--- config.mk ---
export PLATFORM = sky130hd
export DESIGN_NAME = keypad_scanner_flat
export DESIGN_NICKNAME = d
export VERILOG_FILES = /design/src/rtl/keypad_scanner_if.sv /design/src/rtl/keypad_scanner.sv /design/src/flat_wrapper.sv
export SDC_FILE = /design/constraint.sdc
export NUM_CORES = 1
export LEC_CHECK = 0
export ABC_CLOCK_PERIOD_IN_PS = 3400
export CAP_MARGIN = 40
export CORE_MARGIN = 10
export CORE_UTILIZATION = 45
export DETAILED_ROUTE_END_ITERATION = 12
export GPL_TIMING_DRIVEN = 0
export PLACE_DENSITY_LB_ADDON = 0.1
export SYNTH_ARGS = -nofsm -noshare
export SYNTH_HDL_FRONTEND = slang
export SYNTH_SLANG_ARGS = --single-unit
--- constraint.sdc ---
create_clock -name clk -period 3.4 [get_ports clk]
set_clock_uncertainty 0.1 [all_clocks]
set_input_delay 0.51 -clock clk [delete_from_list [all_inputs] [get_ports clk]]
set_output_delay 0.51 -clock clk [all_outputs]
set_load 0.01 [all_outputs]
--- src/rtl/keypad_scanner_if.sv ---
// Keypad pin and decoded-key bundle between the scanner and the board/display side.
interface keypad_scanner_if;
   logic [3:0] cols;
   logic [3:0] rows;
   logic [3:0] key_n;
   logic       key_valid;
   logic       key_held;

   modport master (input cols, output rows, key_n, key_valid, key_held);
   modport slave  (output cols, input rows, key_n, key_valid, key_held);
endinterface

--- src/rtl/keypad_scanner.sv ---
// 4x4 keypad row scanner with press/release debounce; emits the key code active-low.
// state       | meaning
// SCAN        | rotate rows, sample cols on last dwell cycle
// DEB_PRESS   | row frozen, waiting for stable single-key pattern
// HELD        | key accepted, waiting for latched column to rise
// DEB_RELEASE | latched column high, waiting for stable release
module keypad_scanner #(
   parameter int SCAN_DIV        = 24000,
   parameter int DEBOUNCE_CYCLES = 480000
) (
   input logic             clk,
   input logic             reset,
   keypad_scanner_if.master bus
);

   localparam int DIV_W = (SCAN_DIV > 1) ? $clog2(SCAN_DIV) : 1;
   localparam int DEB_W = (DEBOUNCE_CYCLES > 1) ? $clog2(DEBOUNCE_CYCLES) : 1;
   localparam logic [DIV_W-1:0] DIV_LAST = DIV_W'(SCAN_DIV - 1);
   localparam logic [DEB_W-1:0] DEB_LAST = DEB_W'(DEBOUNCE_CYCLES - 1);

   typedef enum logic [1:0] {SCAN, DEB_PRESS, HELD, DEB_RELEASE} state_t;

   state_t           state;
   logic [3:0]       cs_meta;
   logic [3:0]       cs;
   logic [DIV_W-1:0] dwell;
   logic [DEB_W-1:0] deb;
   logic [1:0]       row_idx;
   logic [3:0]       rows_q;
   logic [3:0]       lat_pat;
   logic [3:0]       lat_code;
   logic [3:0]       key_n_q;
   logic             key_valid_q;
   logic             key_held_q;
   logic             one_low;
   logic [1:0]       col_idx;
   logic             released;

   function automatic logic [3:0] key_code(input logic [1:0] r, input logic [1:0] c);
      logic [3:0] code;
      case ({r, c})
         4'h0:    code = 4'h1;
         4'h1:    code = 4'h2;
         4'h2:    code = 4'h3;
         4'h3:    code = 4'hA;
         4'h4:    code = 4'h4;
         4'h5:    code = 4'h5;
         4'h6:    code = 4'h6;
         4'h7:    code = 4'hB;
         4'h8:    code = 4'h7;
         4'h9:    code = 4'h8;
         4'hA:    code = 4'h9;
         4'hB:    code = 4'hC;
         4'hC:    code = 4'hE;
         4'hD:    code = 4'h0;
         4'hE:    code = 4'hF;
         default: code = 4'hD;
      endcase
      return code;
   endfunction

   always_comb begin
      one_low = 1'b1;
      col_idx = 2'd0;
      case (cs)
         4'b1110: col_idx = 2'd0;
         4'b1101: col_idx = 2'd1;
         4'b1011: col_idx = 2'd2;
         4'b0111: col_idx = 2'd3;
         default: one_low = 1'b0;
      endcase
   end

   // Only the latched column decides release; other columns are ignored once held.
   assign released = |(cs & ~lat_pat);

   always_ff @(posedge clk) begin
      if (reset) begin
         state       <= SCAN;
         cs_meta     <= 4'hF;
         cs          <= 4'hF;
         dwell       <= '0;
         deb         <= '0;
         row_idx     <= 2'd0;
         rows_q      <= 4'b1110;
         lat_pat     <= 4'hF;
         lat_code    <= 4'h0;
         key_n_q     <= 4'hF;
         key_valid_q <= 1'b0;
         key_held_q  <= 1'b0;
      end else begin
         cs_meta     <= bus.cols;
         cs          <= cs_meta;
         key_valid_q <= 1'b0;
         case (state)
            SCAN: begin
               if (dwell == DIV_LAST) begin
                  dwell <= '0;
                  if (one_low) begin
                     lat_pat  <= cs;
                     lat_code <= key_code(row_idx, col_idx);
                     deb      <= '0;
                     state    <= DEB_PRESS;
                  end else begin
                     row_idx <= row_idx + 2'd1;
                     rows_q  <= {rows_q[2:0], rows_q[3]};
                  end
               end else begin
                  dwell <= dwell + 1'b1;
               end
            end
            DEB_PRESS: begin
               if (cs == lat_pat) begin
                  if (deb == DEB_LAST) begin
                     deb         <= '0;
                     key_n_q     <= ~lat_code;
                     key_valid_q <= 1'b1;
                     key_held_q  <= 1'b1;
                     state       <= HELD;
                  end else begin
                     deb <= deb + 1'b1;
                  end
               end else begin
                  dwell   <= '0;
                  row_idx <= row_idx + 2'd1;
                  rows_q  <= {rows_q[2:0], rows_q[3]};
                  state   <= SCAN;
               end
            end
            HELD: begin
               if (released) begin
                  deb   <= '0;
                  state <= DEB_RELEASE;
               end
            end
            DEB_RELEASE: begin
               if (released) begin
                  if (deb == DEB_LAST) begin
                     deb        <= '0;
                     dwell      <= '0;
                     key_held_q <= 1'b0;
                     row_idx    <= row_idx + 2'd1;
                     rows_q     <= {rows_q[2:0], rows_q[3]};
                     state      <= SCAN;
                  end else begin
                     deb <= deb + 1'b1;
                  end
               end else begin
                  deb   <= '0;
                  state <= HELD;
               end
            end
            default: state <= SCAN;
         endcase
      end
   end

   assign bus.rows      = rows_q;
   assign bus.key_n     = key_n_q;
   assign bus.key_valid = key_valid_q;
   assign bus.key_held  = key_held_q;

endmodule
--- src/flat_wrapper.sv ---
// flat-port wrapper written by rule: the top's interface ports become plain ports
module keypad_scanner_flat 
#(
   parameter int SCAN_DIV        = 24000,
   parameter int DEBOUNCE_CYCLES = 480000
)
  (clk, reset, bus_cols, bus_rows, bus_key_n, bus_key_valid, bus_key_held);
  keypad_scanner_if bus_i ();
  input logic clk;
  input logic reset;
  input wire logic [$bits(bus_i.cols)-1:0] bus_cols;
  output wire logic [$bits(bus_i.rows)-1:0] bus_rows;
  output wire logic [$bits(bus_i.key_n)-1:0] bus_key_n;
  output wire logic [$bits(bus_i.key_valid)-1:0] bus_key_valid;
  output wire logic [$bits(bus_i.key_held)-1:0] bus_key_held;
  assign bus_i.cols = bus_cols;
  assign bus_rows = bus_i.rows;
  assign bus_key_n = bus_i.key_n;
  assign bus_key_valid = bus_i.key_valid;
  assign bus_key_held = bus_i.key_held;
  keypad_scanner #(.SCAN_DIV(SCAN_DIV), .DEBOUNCE_CYCLES(DEBOUNCE_CYCLES)) u_core (.clk(clk), .reset(reset), .bus(bus_i));
endmodule
* Yosys cells after proc, flatten, opt, wreduce, memory -nomap -nowiden
Memories as Yosys holds them, arrays and structs flattened. A register that Yosys moved wholly into a read port is not among the register bits.
Index checks and enable logic that the tools add are counted.
** Cells by class
- $lt $le $gt $ge :: 0
- $mul :: 0
- Add/sub/neg operators :: 3
- Divide/modulo/power cells :: 0
- Eq/ne operators :: 21
- Shifts and indexed selects :: 0
- Reductions and logical operators :: 13
- Multiplexer cells :: 40
- Bitwise logic cells :: 5
** Operator list (number)
- 19-bit two-way mux :: 6
- 19-bit one-hot mux with 4 select lines :: 1
- 15-bit two-way mux :: 4
- 15-bit one-hot mux with 3 select lines :: 1
- 2-bit two-way mux :: 12
- 4-bit two-way mux :: 5
- 19-bit by 1-bit adder with 19-bit output (second input constant) :: 1
- 19-bit equality test (second input constant) :: 1
- 15-bit by 1-bit adder with 15-bit output (second input constant) :: 1
- 15-bit equality test (second input constant) :: 1
- 2-bit by 1-bit != test with 1-bit output (second input constant) :: 7
- 4-bit equality test (second input constant) :: 3
- 2-bit one-hot mux with 3 select lines :: 2
- 4-bit one-hot mux with 3 select lines :: 1
- 5-bit AND reduction :: 2
- 4-bit inverter :: 2
- 2-bit one-hot mux with 4 select lines :: 1
- 4-bit AND reduction :: 2
- 4-bit OR reduction :: 2
- 1-bit two-way mux :: 6
- 3-bit != test (second input constant) :: 2
- 3-bit AND reduction :: 2
- 6-bit AND reduction :: 1
- 4-bit AND :: 1
- other kinds (12) :: 15
** Storage, ports and cells
- Memories :: 1
- Latch bits :: 0
- Logic and storage cells :: 94
- Bits of input ports :: 6
- Bits in writable memories :: 0
- Memory bits (read-only) :: 64
- Register bits after elaboration :: 60
** Memories
- (name not given) :: words 16, width 4, rd ports 1, clocked after Yosys merged registers in 1, write ports 0, line keypad_scanner.sv:41 : case ({r, c})

* Logic depth before layout (Yosys ltp)
Gate-level depths: netlist (run 1).
- Depth in word-level cells :: 6
- Gate-level depth with buffers :: 10
- Mapped depth without buffers :: 9

* Worst setup path after synthesis (run 1)
OpenSTA, ideal clock, no wires.
- Kind :: flip-flop to flip-flop
- From :: register u_core.deb[11]
- To :: register u_core.row_idx[1]
- Arrival :: 2.308 ns
- Cell stages (with the launch flop) :: 8
- Period minus slack after synthesis :: 2.531 ns
- Library setup time :: 0.123 ns
- Required time :: 3.177 ns
- Path slack :: 0.869 ns
- Cell sequence :: dfxtp_1 > or4b_1 > or3_1 > buf_2 > o31ai_4 > o21ai_2 > nor2_1 > mux2_1
** Between the ends
- Word-level cells in the longest chain between the ends :: 3
** Ends and longest elaborated chain
- from (decl) :: line keypad_scanner.sv:27 : logic [DEB_W-1:0] deb;
- from (signal assigned) :: line keypad_scanner.sv:121 : deb <= deb + 1'b1;
- from (signal assigned) :: line keypad_scanner.sv:146 : deb <= deb + 1'b1;
- 19-bit equality test :: line keypad_scanner.sv:138 : if (deb == DEB_LAST) begin
- 2-bit by 1-bit != test with 1-bit output (no line)
- 6-bit AND reduction (no line)
- to (signal assigned) :: line keypad_scanner.sv:105 : row_idx <= row_idx + 2'd1;
- to (signal assigned) :: line keypad_scanner.sv:125 : row_idx <= row_idx + 2'd1;
- to (signal assigned) :: line keypad_scanner.sv:142 : row_idx <= row_idx + 2'd1;
- to (decl) :: line keypad_scanner.sv:28 : logic [1:0] row_idx;
Every way passes these cells.
A chain may end at the register's enable or synchronous reset.

* Worst setup path after layout (run 1)
Ends and elaborated chain as after synthesis.

==> run summary, run 1 <==
status: completed
CP top delay family: simple AND/OR/NAND/NOR gates
Crit path largest cell delay: 0.57 ns
Worst Tran Pin Value: 0.8230 ns
Slew headroom: 44.89%
htree depth: 3
Hold Path Class: register to register
Final Critical Period: 2.865 ns
Clk Latency, worst-skew pair: 0.33 ns
Power Total: 0.001703 W
CP max stage cell: or4b_1
Die H: 104.9 um
core footprint: 6907 sq um
pin count of the biggest net entering global routing: 12
Crit path depth: 7
mean area per synthesized cell: 8.823 sq um
reg2reg setup slack: 0.54 ns
Worst Path Required: 3.52 ns
ANT nets after route: 0
Via Count: 2,651
Crit. End Element: register
post-CTS setup buffers: 0
Lkg Pwr: 1.408 nW
P per Cell Area: 451.0 nW/um^2
final setup vio count: 0
final WL: 6843 um
initial antenna violation count: 0
Synth cell types: 53
Vias/cell: 5.366
first-pass GRT wire length: 11,810 um
Starting DRT DRC Count: 100
CTS Buffer Depth: 2
Post-CTS Resized: 0
GRT overflow: 0
IO buf count: 14
Max Cap Viol: 0
worst-path fanout max: 7
post-DP HPWL: 5001 um
final core utilization: 54.67%
Worst Setup EP: u_core.row_idx[1]
Die Wd: 104.9 um
Layout fillers: 682
TritonCTS clock tree: built
cts hold-fix bufs: 0
worst path buffer plus inverter count: 1
# DRC: 0
share of cells above drive strength 1: 11.31%
io pins: 16
area delta synth->final: 16.30%
# diodes: 0
YS warnings: 0
Crit Path Class: register to register
number of synthesized flops with an enable pin: 0
# clock sinks: 64
Detailed Routing Iterations Pass 1: 4
Worst-path clk slew: 0.07 ns
fin crit share: 84.26%
starting density of the core: 47.01%
sequential area share after synthesis: 39.46%
Site Rows: 30
Main synth FF type: dfxtp_1
RePlAce Congestion: 0.7858
WP data arrival: 2.99 ns
CTS Root Cell: clkbuf_8
crit path cell chain: or4b_1 -> or3_1 -> buf_2 -> o31ai_4 -> o21ai_2 -> nor2_1 -> mux2_1
Worst Setup Start Kind: register
Max Clk Rate: 349.1 MHz
Critical path origin: u_core.deb[11]
vias in the first global route: 2,448
CTS Buf Count: 9
post-route cell area: 3776 sq um
post-route setup TNS: 0 ns
Synth Register Bits: 64
Final nets: 410
Tot GR Track Use: 12.80%
Syn Inst Count: 368
HP Start: u_core.cs_meta[2]
RSZ-0062 raised after global routing: false
Syn Nets: 385
endpoints failing hold: 0
placed cell area: 3507 sq um
maximum VDD drop: 199.9 uV
fin. max-slew vios: 0
Netlist Area Pre-Place: 3247 sq um
Post-synth ARST share: 0%
DIE AREA: 11,010 sq um
Avg WL per Cell: 13.85 um
RR Startpoint: u_core.deb[11]
Reg2Reg Depth: 7
reg2reg end: u_core.row_idx[1]
-- worst register-to-register path: stages (launching register included) --
cell     delay, ns
dfxtp_1       0.35
or4b_1        0.57
or3_1         0.40
buf_2         0.18
o31ai_4       0.40
o21ai_2       0.24
nor2_1        0.20
mux2_1        0.33
-- logic make-up (layout without fill, tap and decap cells) --
group,count (synthesis),count (layout),synth area share (%)
AO/OA/AOI/OAI,66,66,13.87
XOR/XNOR,21,21,5.665
adder cells (fa/ha/maj),11,11,4.239
buffers and inverters,30,60,3.815
flip-flops,64,64,39.46
multiplexers,14,14,4.393
AND/OR/NAND/NOR,162,162,28.56
-- cell usage in the layout (no fill, tap or decap), types with 10 or more instances in the layout --
cell type	count
or2_2	11
clkbuf_1	13
xnor2_1	18
inv_1	14
clkbuf_8	10
mux2i_1	12
nand2_1	31
ha_1	11
nand4_1	11
clkdlybuf4s50_1	14
a21oi_1	16
nor2_1	39
o211ai_1	10
dfxtp_1	64
-- metal layers --
layer  part of all wire (%)  wire length [um]  GRT usage, %
met5                      0                 0             0
met1                     51              3492         16.94
met3                    3.4               234         4.177
met4                    1.1                76         3.431
met2                     44              3039         19.48
-- metrics by stage --
stage	cells	hold slack (ns)	worst slack (ns)
finish	494	0.3140	0.5352
global route	494	0.3245	0.3900
CTS	494	0.3133	0.5312
detailed placement	478	0.2958	0.5445
global placement	478	0.2928	0.5686
floorplan	368	0.2895	0.8688
-- synth_stat cells (all sizes together), types with 3 or more instances --
master | n | area, sq um
nor2 | 41 | 158.9
nand4b | 3 | 26.28
inv | 14 | 52.55
nor4 | 8 | 80.08
or4 | 6 | 45.04
a21o | 8 | 60.06
xor2 | 3 | 26.28
mux2i | 12 | 120.1
o22ai | 4 | 25.02
ha | 11 | 137.6
nand4 | 11 | 68.82
nor3 | 12 | 80.08
and4 | 3 | 26.28
nand3 | 10 | 55.05
and3 | 8 | 50.05
nor4b | 3 | 38.79
or2 | 11 | 68.82
buf | 4 | 26.27
o31ai | 8 | 73.82
nand2 | 31 | 116.4
xnor2 | 18 | 157.7
a21oi | 16 | 80.08
nor2b | 3 | 18.77
o21ai | 10 | 53.80
nor3b | 3 | 22.52
dfxtp | 64 | 1281
clkbuf | 12 | 45.04
o211ai | 10 | 75.07
-- where the power goes --
group,internal (W),switching (W),leakage (nW)
registers,0.000757,0.00000685,0.518
logic,0.0000267,0.0000366,0.760
clock network,0.000582,0.000294,0.130
-- how the worst min path moves through the flow --
stage                        end  slack, ns  cells after the start
floorplan           u_core.cs[0]       0.29                      1
global placement    u_core.cs[2]       0.29                      1
detailed placement  u_core.cs[0]       0.30                      1
CTS                 u_core.cs[2]       0.31                      1
global route        u_core.cs[2]       0.32                      1
finish              u_core.cs[2]       0.31                      1
-- cell type report --
type	count	area, sq um	share of cell area [%]
sequential	64	1281	33.93
clock buffer	11	141.4	3.744
tap	96	120.1	3.181
inverter	14	52.55	1.392
timing repair buffer	14	140.1	3.711
buffer	16	71.32	1.889
clock inverter	5	127.6	3.380
multi-input combinational	274	1842	48.77
-- sequential cells by signal, summed over array words and instances, names as in the netlist --
register,count
u_core.dwell,15
u_core.bus.rows,4
u_core.row_idx,2
u_core.cs,4
u_core.bus.key_n,4
u_core.bus.key_held,1
u_core.state,2
u_core.lat_code,4
u_core.cs_meta,4
u_core.lat_pat,4
u_core.deb,19
u_core.bus.key_valid,1
(Power assumes the default switching activity.)
==> inputs of run 2 (changes only) <==
- ABC_CLOCK_PERIOD_IN_PS: 3400 -> 2540
- clock period: 3.4 -> 2.54 ns (I/O delays scaled with it)
==> run 2 against run 1 <==
Register-to-register slack worse by 0.53 ns. Worst hold slack barely moved. Sequential cell count unchanged. Critical path depth grew 1. Fmax rose by 13%. Clock-buffer cell count is the same. Sequential power increased by 34%. Clock power is 34% higher. First-iteration DRC count down 22%. Wire length up 4.8%.
==> run summary, run 2 (same netlist as run 1, synthesis figures left out) <==
status: completed
final core utilization: 57.39%
post-route cell area: 3964 sq um
Layout fillers: 650
post-DP HPWL: 5001 um
final WL: 7173 um
most frequent cells in the layout: dfxtp_1, nor2_1, nand2_1, xnor2_1, a21oi_1
Die Wd: 104.9 um
critical path's most frequent cell: buf_6
Clk Latency, worst-skew pair: 0.33 ns
Starting DRT DRC Count: 78
commonest non-fill, non-tap cell in the layout: dfxtp_1
Site Rows: 30
RePlAce Congestion: 0.7858
CP max stage cell: or4b_4
share of cells above drive strength 1: 19.26%
RSZ-0062 raised after global routing: true
# DRC: 0
worst-path fanout max: 6
vias in the first global route: 2,539
multi-input logic area: 1946 sq um
Power Total: 0.002288 W
initial antenna violation count: 0
CP top delay family: simple AND/OR/NAND/NOR gates
pre-CTS setup slack: -0.3155 ns
cts hold-fix bufs: 0
final setup vio count: 0
Most flops, register: u_core.deb
Sequential Area: 1291 sq um
GRT busiest layer: met2
Worst Setup Start Kind: register
HP Start: u_core.cs_meta[2]
Hold Path Class: register to register
first-pass GRT wire length: 12,170 um
pin count of the biggest net entering global routing: 12
area delta synth->final: 22.08%
crit path cell chain: or4b_4 -> or3_4 -> buf_6 -> o31a_1 -> buf_6 -> nor4_4 -> xnor2_2 -> nor2_2
Die H: 104.9 um
Via Count: 2,679
# diodes: 0
WP data arrival: 2.67 ns
CTS Buf Count: 9
hold_ws: 0.3140 ns
Worst Path Required: 2.67 ns
CTS Root Cell: clkbuf_8
fin worst setup slack: 0.004167 ns
max FFs per register: 19
Worst-path clk slew: 0.07 ns
starting density of the core: 47.01%
Final nets: 417
P per Cell Area: 577.1 nW/um^2
ANT nets after route: 0
placed cell area: 3507 sq um
Slew headroom: 62.59%
core footprint: 6907 sq um
Avg WL per Cell: 14.32 um
maximum VDD drop: 264.2 uV
Tot GR Track Use: 13.17%
largest registers: u_core.deb: 19 flops, u_core.dwell: 15 flops
Final Critical Period: 2.536 ns
fin crit share: 99.84%
RR Startpoint: u_core.deb[11]
met3 GRT Util: 4.177%
Crit path largest cell delay: 0.54 ns
TritonCTS clock tree: built
Worst Tran Pin Value: 0.5612 ns
Detailed Routing Iterations Pass 1: 4
htree depth: 3
Max Clk Rate: 394.3 MHz
Crit Path Class: register to register
grt met1 use: 17.09%
Crit. End Element: register
Max Cap Viol: 0
met2 Use GR: 20.51%
IO buf count: 14
io pins: 16
Lkg Pwr: 1.466 nW
Critical path origin: u_core.deb[11]
DIE AREA: 11,010 sq um
GRT overflow: 0
worst path buffer plus inverter count: 2
CTS Buffer Depth: 2
# clock sinks: 64
fin. max-slew vios: 0
endpoints failing hold: 0
Vias/cell: 5.347
run 2: per-layer routing:
layer / wire length [um] / up-vias
met5: 0 / -
met4: 53 / 0
met3: 305 / 4
met2: 3236 / 36
met1: 3578 / 1252
li1: - / 1387
run 2: worst reg2reg max path, stage by stage (launching register included):
cell	delay, ns
dfxtp_2	0.33
or4b_4	0.54
or3_4	0.34
buf_6	0.14
o31a_1	0.34
buf_6	0.19
nor4_4	0.25
xnor2_2	0.15
nor2_2	0.04
run 2: report_power, final:
part,total (W),switching [W],internal [W],leakage [nW]
clock network,0.00117,0.000395,0.000779,0.130
logic,0.0000894,0.0000508,0.0000386,0.814
registers,0.00102,0.0000110,0.00101,0.522
total,0.00229,0.000457,0.00183,1.47
run 2: worst paths after layout:
check / endpoint / slack [ns] / cells after the start
worst max-delay path: u_core.dwell[14] / 0.004 / 8
worst max register to register: u_core.dwell[14] / 0.004 / 8
worst min-delay path: u_core.cs[2] / 0.31 / 1
worst min register to register: u_core.cs[2] / 0.31 / 1
run 2: cell type report:
class                      count  area share, %
clock inverter                 5          3.220
buffer                        15          2.052
tap                           96          3.030
multi-input combinational    274          49.08
clock buffer                  11          3.567
timing repair buffer          22          5.145
sequential                    64          32.58
inverter                      14          1.326
run 2: repair_timing:
item	in CTS	in global routing
buffers inserted	4	3
endpoints found under the setup margin	40	34
gates cloned	1	0
resized for setup	13	23
pin swaps	5	0
run 2: metrics by stage:
step / TNS [ns] / std cells
2_1_floorplan: 0 / 368
3_3_place_gp: -5.236 / 478
3_5_place_dp: -5.407 / 478
4_1_cts: 0 / 498
5_1_grt: -0.2921 / 501
6_report: 0 / 501
==> inputs of run 3 (changes only) <==
- CORE_MARGIN: 10 -> 2
==> run 3 against run 2 <==
Setup slack better by 0.068 ns. Critical path depth shrank 1. Die area shrank 28%. Non-clock buffer count fell by 2. Combinational power increased by 1%. Clock-buffer cell count is 1 lower. Critical path type unchanged. Critical endpoint unchanged. Power shrank 13%.
==> run summary, run 3 (same netlist as run 1, synthesis figures left out) <==
status: completed
Crit Path Class: register to register
P per Cell Area: 512.4 nW/um^2
# clock sinks: 64
Starting DRT DRC Count: 98
TritonCTS clock tree: built
commonest non-fill, non-tap cell in the layout: dfxtp_1
CTS Buf Count: 9
io pins: 16
pin count of the biggest net entering global routing: 12
multi-input logic area: 1949 sq um
Die Wd: 88.94 um
Max Cap Viol: 0
starting density of the core: 47.01%
vias in the first global route: 2,451
Site Rows: 30
share of cells above drive strength 1: 18.11%
Die H: 88.94 um
Max Clk Rate: 405.3 MHz
# DRC: 0
worst-path fanout max: 6
cts hold-fix bufs: 0
final setup vio count: 0
post-route setup TNS: 0 ns
Final Critical Period: 2.468 ns
area delta synth->final: 19.00%
Worst Tran Pin Value: 0.5942 ns
Hold Path Class: register to register
Via Count: 2,651
Avg WL per Cell: 14.32 um
largest registers: u_core.deb: 19 flops, u_core.dwell: 15 flops
final WL: 7147 um
most frequent cells in the layout: dfxtp_1, nor2_1, nand2_1, xnor2_1, a21oi_1
htree depth: 3
post-DP HPWL: 4906 um
RePlAce Congestion: 0.8177
Sequential Area: 1290 sq um
Detailed Routing Iterations Pass 1: 4
core footprint: 6907 sq um
max FFs per register: 19
Final nets: 415
Lkg Pwr: 1.423 nW
Clk Latency, worst-skew pair: 0.35 ns
Worst Path Required: 2.68 ns
IO buf count: 14
maximum VDD drop: 266.5 uV
Worst Setup Start Kind: register
CTS Buffer Depth: 2
Crit. End Element: register
Tot GR Track Use: 19.35%
Most flops, register: u_core.deb
pre-CTS setup slack: -0.3254 ns
Layout fillers: 674
fin crit share: 97.15%
Worst-path clk slew: 0.08 ns
CTS Root Cell: clkbuf_8
WP data arrival: 2.61 ns
DIE AREA: 7910 sq um
final core utilization: 55.94%
Power Total: 0.001980 W
fin worst setup slack: 0.07241 ns
# diodes: 0
endpoints failing hold: 0
GRT overflow: 0
initial antenna violation count: 0
Slew headroom: 60.39%
fin. max-slew vios: 0
ANT nets after route: 0
Vias/cell: 5.313
first-pass GRT wire length: 11,870 um
[run 3: through the flow]
step / hold WS (ns) / cell area (sq um) / std cells
floorplan: 0.2895 / 3247 / 368
global placement: 0.2924 / 3507 / 478
detailed placement: 0.2945 / 3507 / 478
CTS: 0.3055 / 3792 / 500
global route: 0.3225 / 3864 / 499
finish: 0.3013 / 3864 / 499
[run 3: layout make-up]
type	instances	area share, %
buffer	14	1.813
sequential	64	33.39
multi-input combinational	274	50.45
timing repair buffer	21	5.019
tap	96	3.109
inverter	14	1.360
clock inverter	6	1.554
clock buffer	10	3.303
[run 3: report_power, final]
group          internal, W  switching, W
Clock             0.000448      0.000417
Combinational    0.0000394     0.0000512
Sequential         0.00101     0.0000109
[run 3: what timing repair did]
action | in CTS | in global routing
gates cloned | 1 | 0
setup endpoints to repair | 39 | 28
pin swaps | 4 | 4
buffers inserted | 6 | 0
resized for setup | 14 | 19
[run 3: layer usage]
metal	up-vias	share of wire, %	wire (um)	GRT usage [%]
met5	-	0	0	0
met4	0	1.4	99	6.106
met3	8	3.0	217	4.432
met2	33	44	3129	30.05
met1	1227	52	3701	26.88
li1	1383	-	-	-
[run 3: critical path, cell delays in order, from the launching register on]
cell	delay [ns]
dfxtp_2	0.34
or4b_4	0.52
or3_4	0.40
o31a_1	0.37
buf_6	0.17
nor4_4	0.23
xnor2_1	0.18
nor2_2	0.04
[run 3: path summary, 6_finish.rpt]
| kind | start | endpoint | slack [ns] | cells after the start |
|---|---|---|---|---|
| setup / recovery | u_core.deb[13] | u_core.dwell[14] | 0.07 | 7 |
| hold reg to reg | u_core.cs_meta[2] | u_core.cs[2] | 0.30 | 1 |
| setup reg to reg | u_core.deb[13] | u_core.dwell[14] | 0.07 | 7 |
| hold / removal | u_core.cs_meta[2] | u_core.cs[2] | 0.30 | 1 |
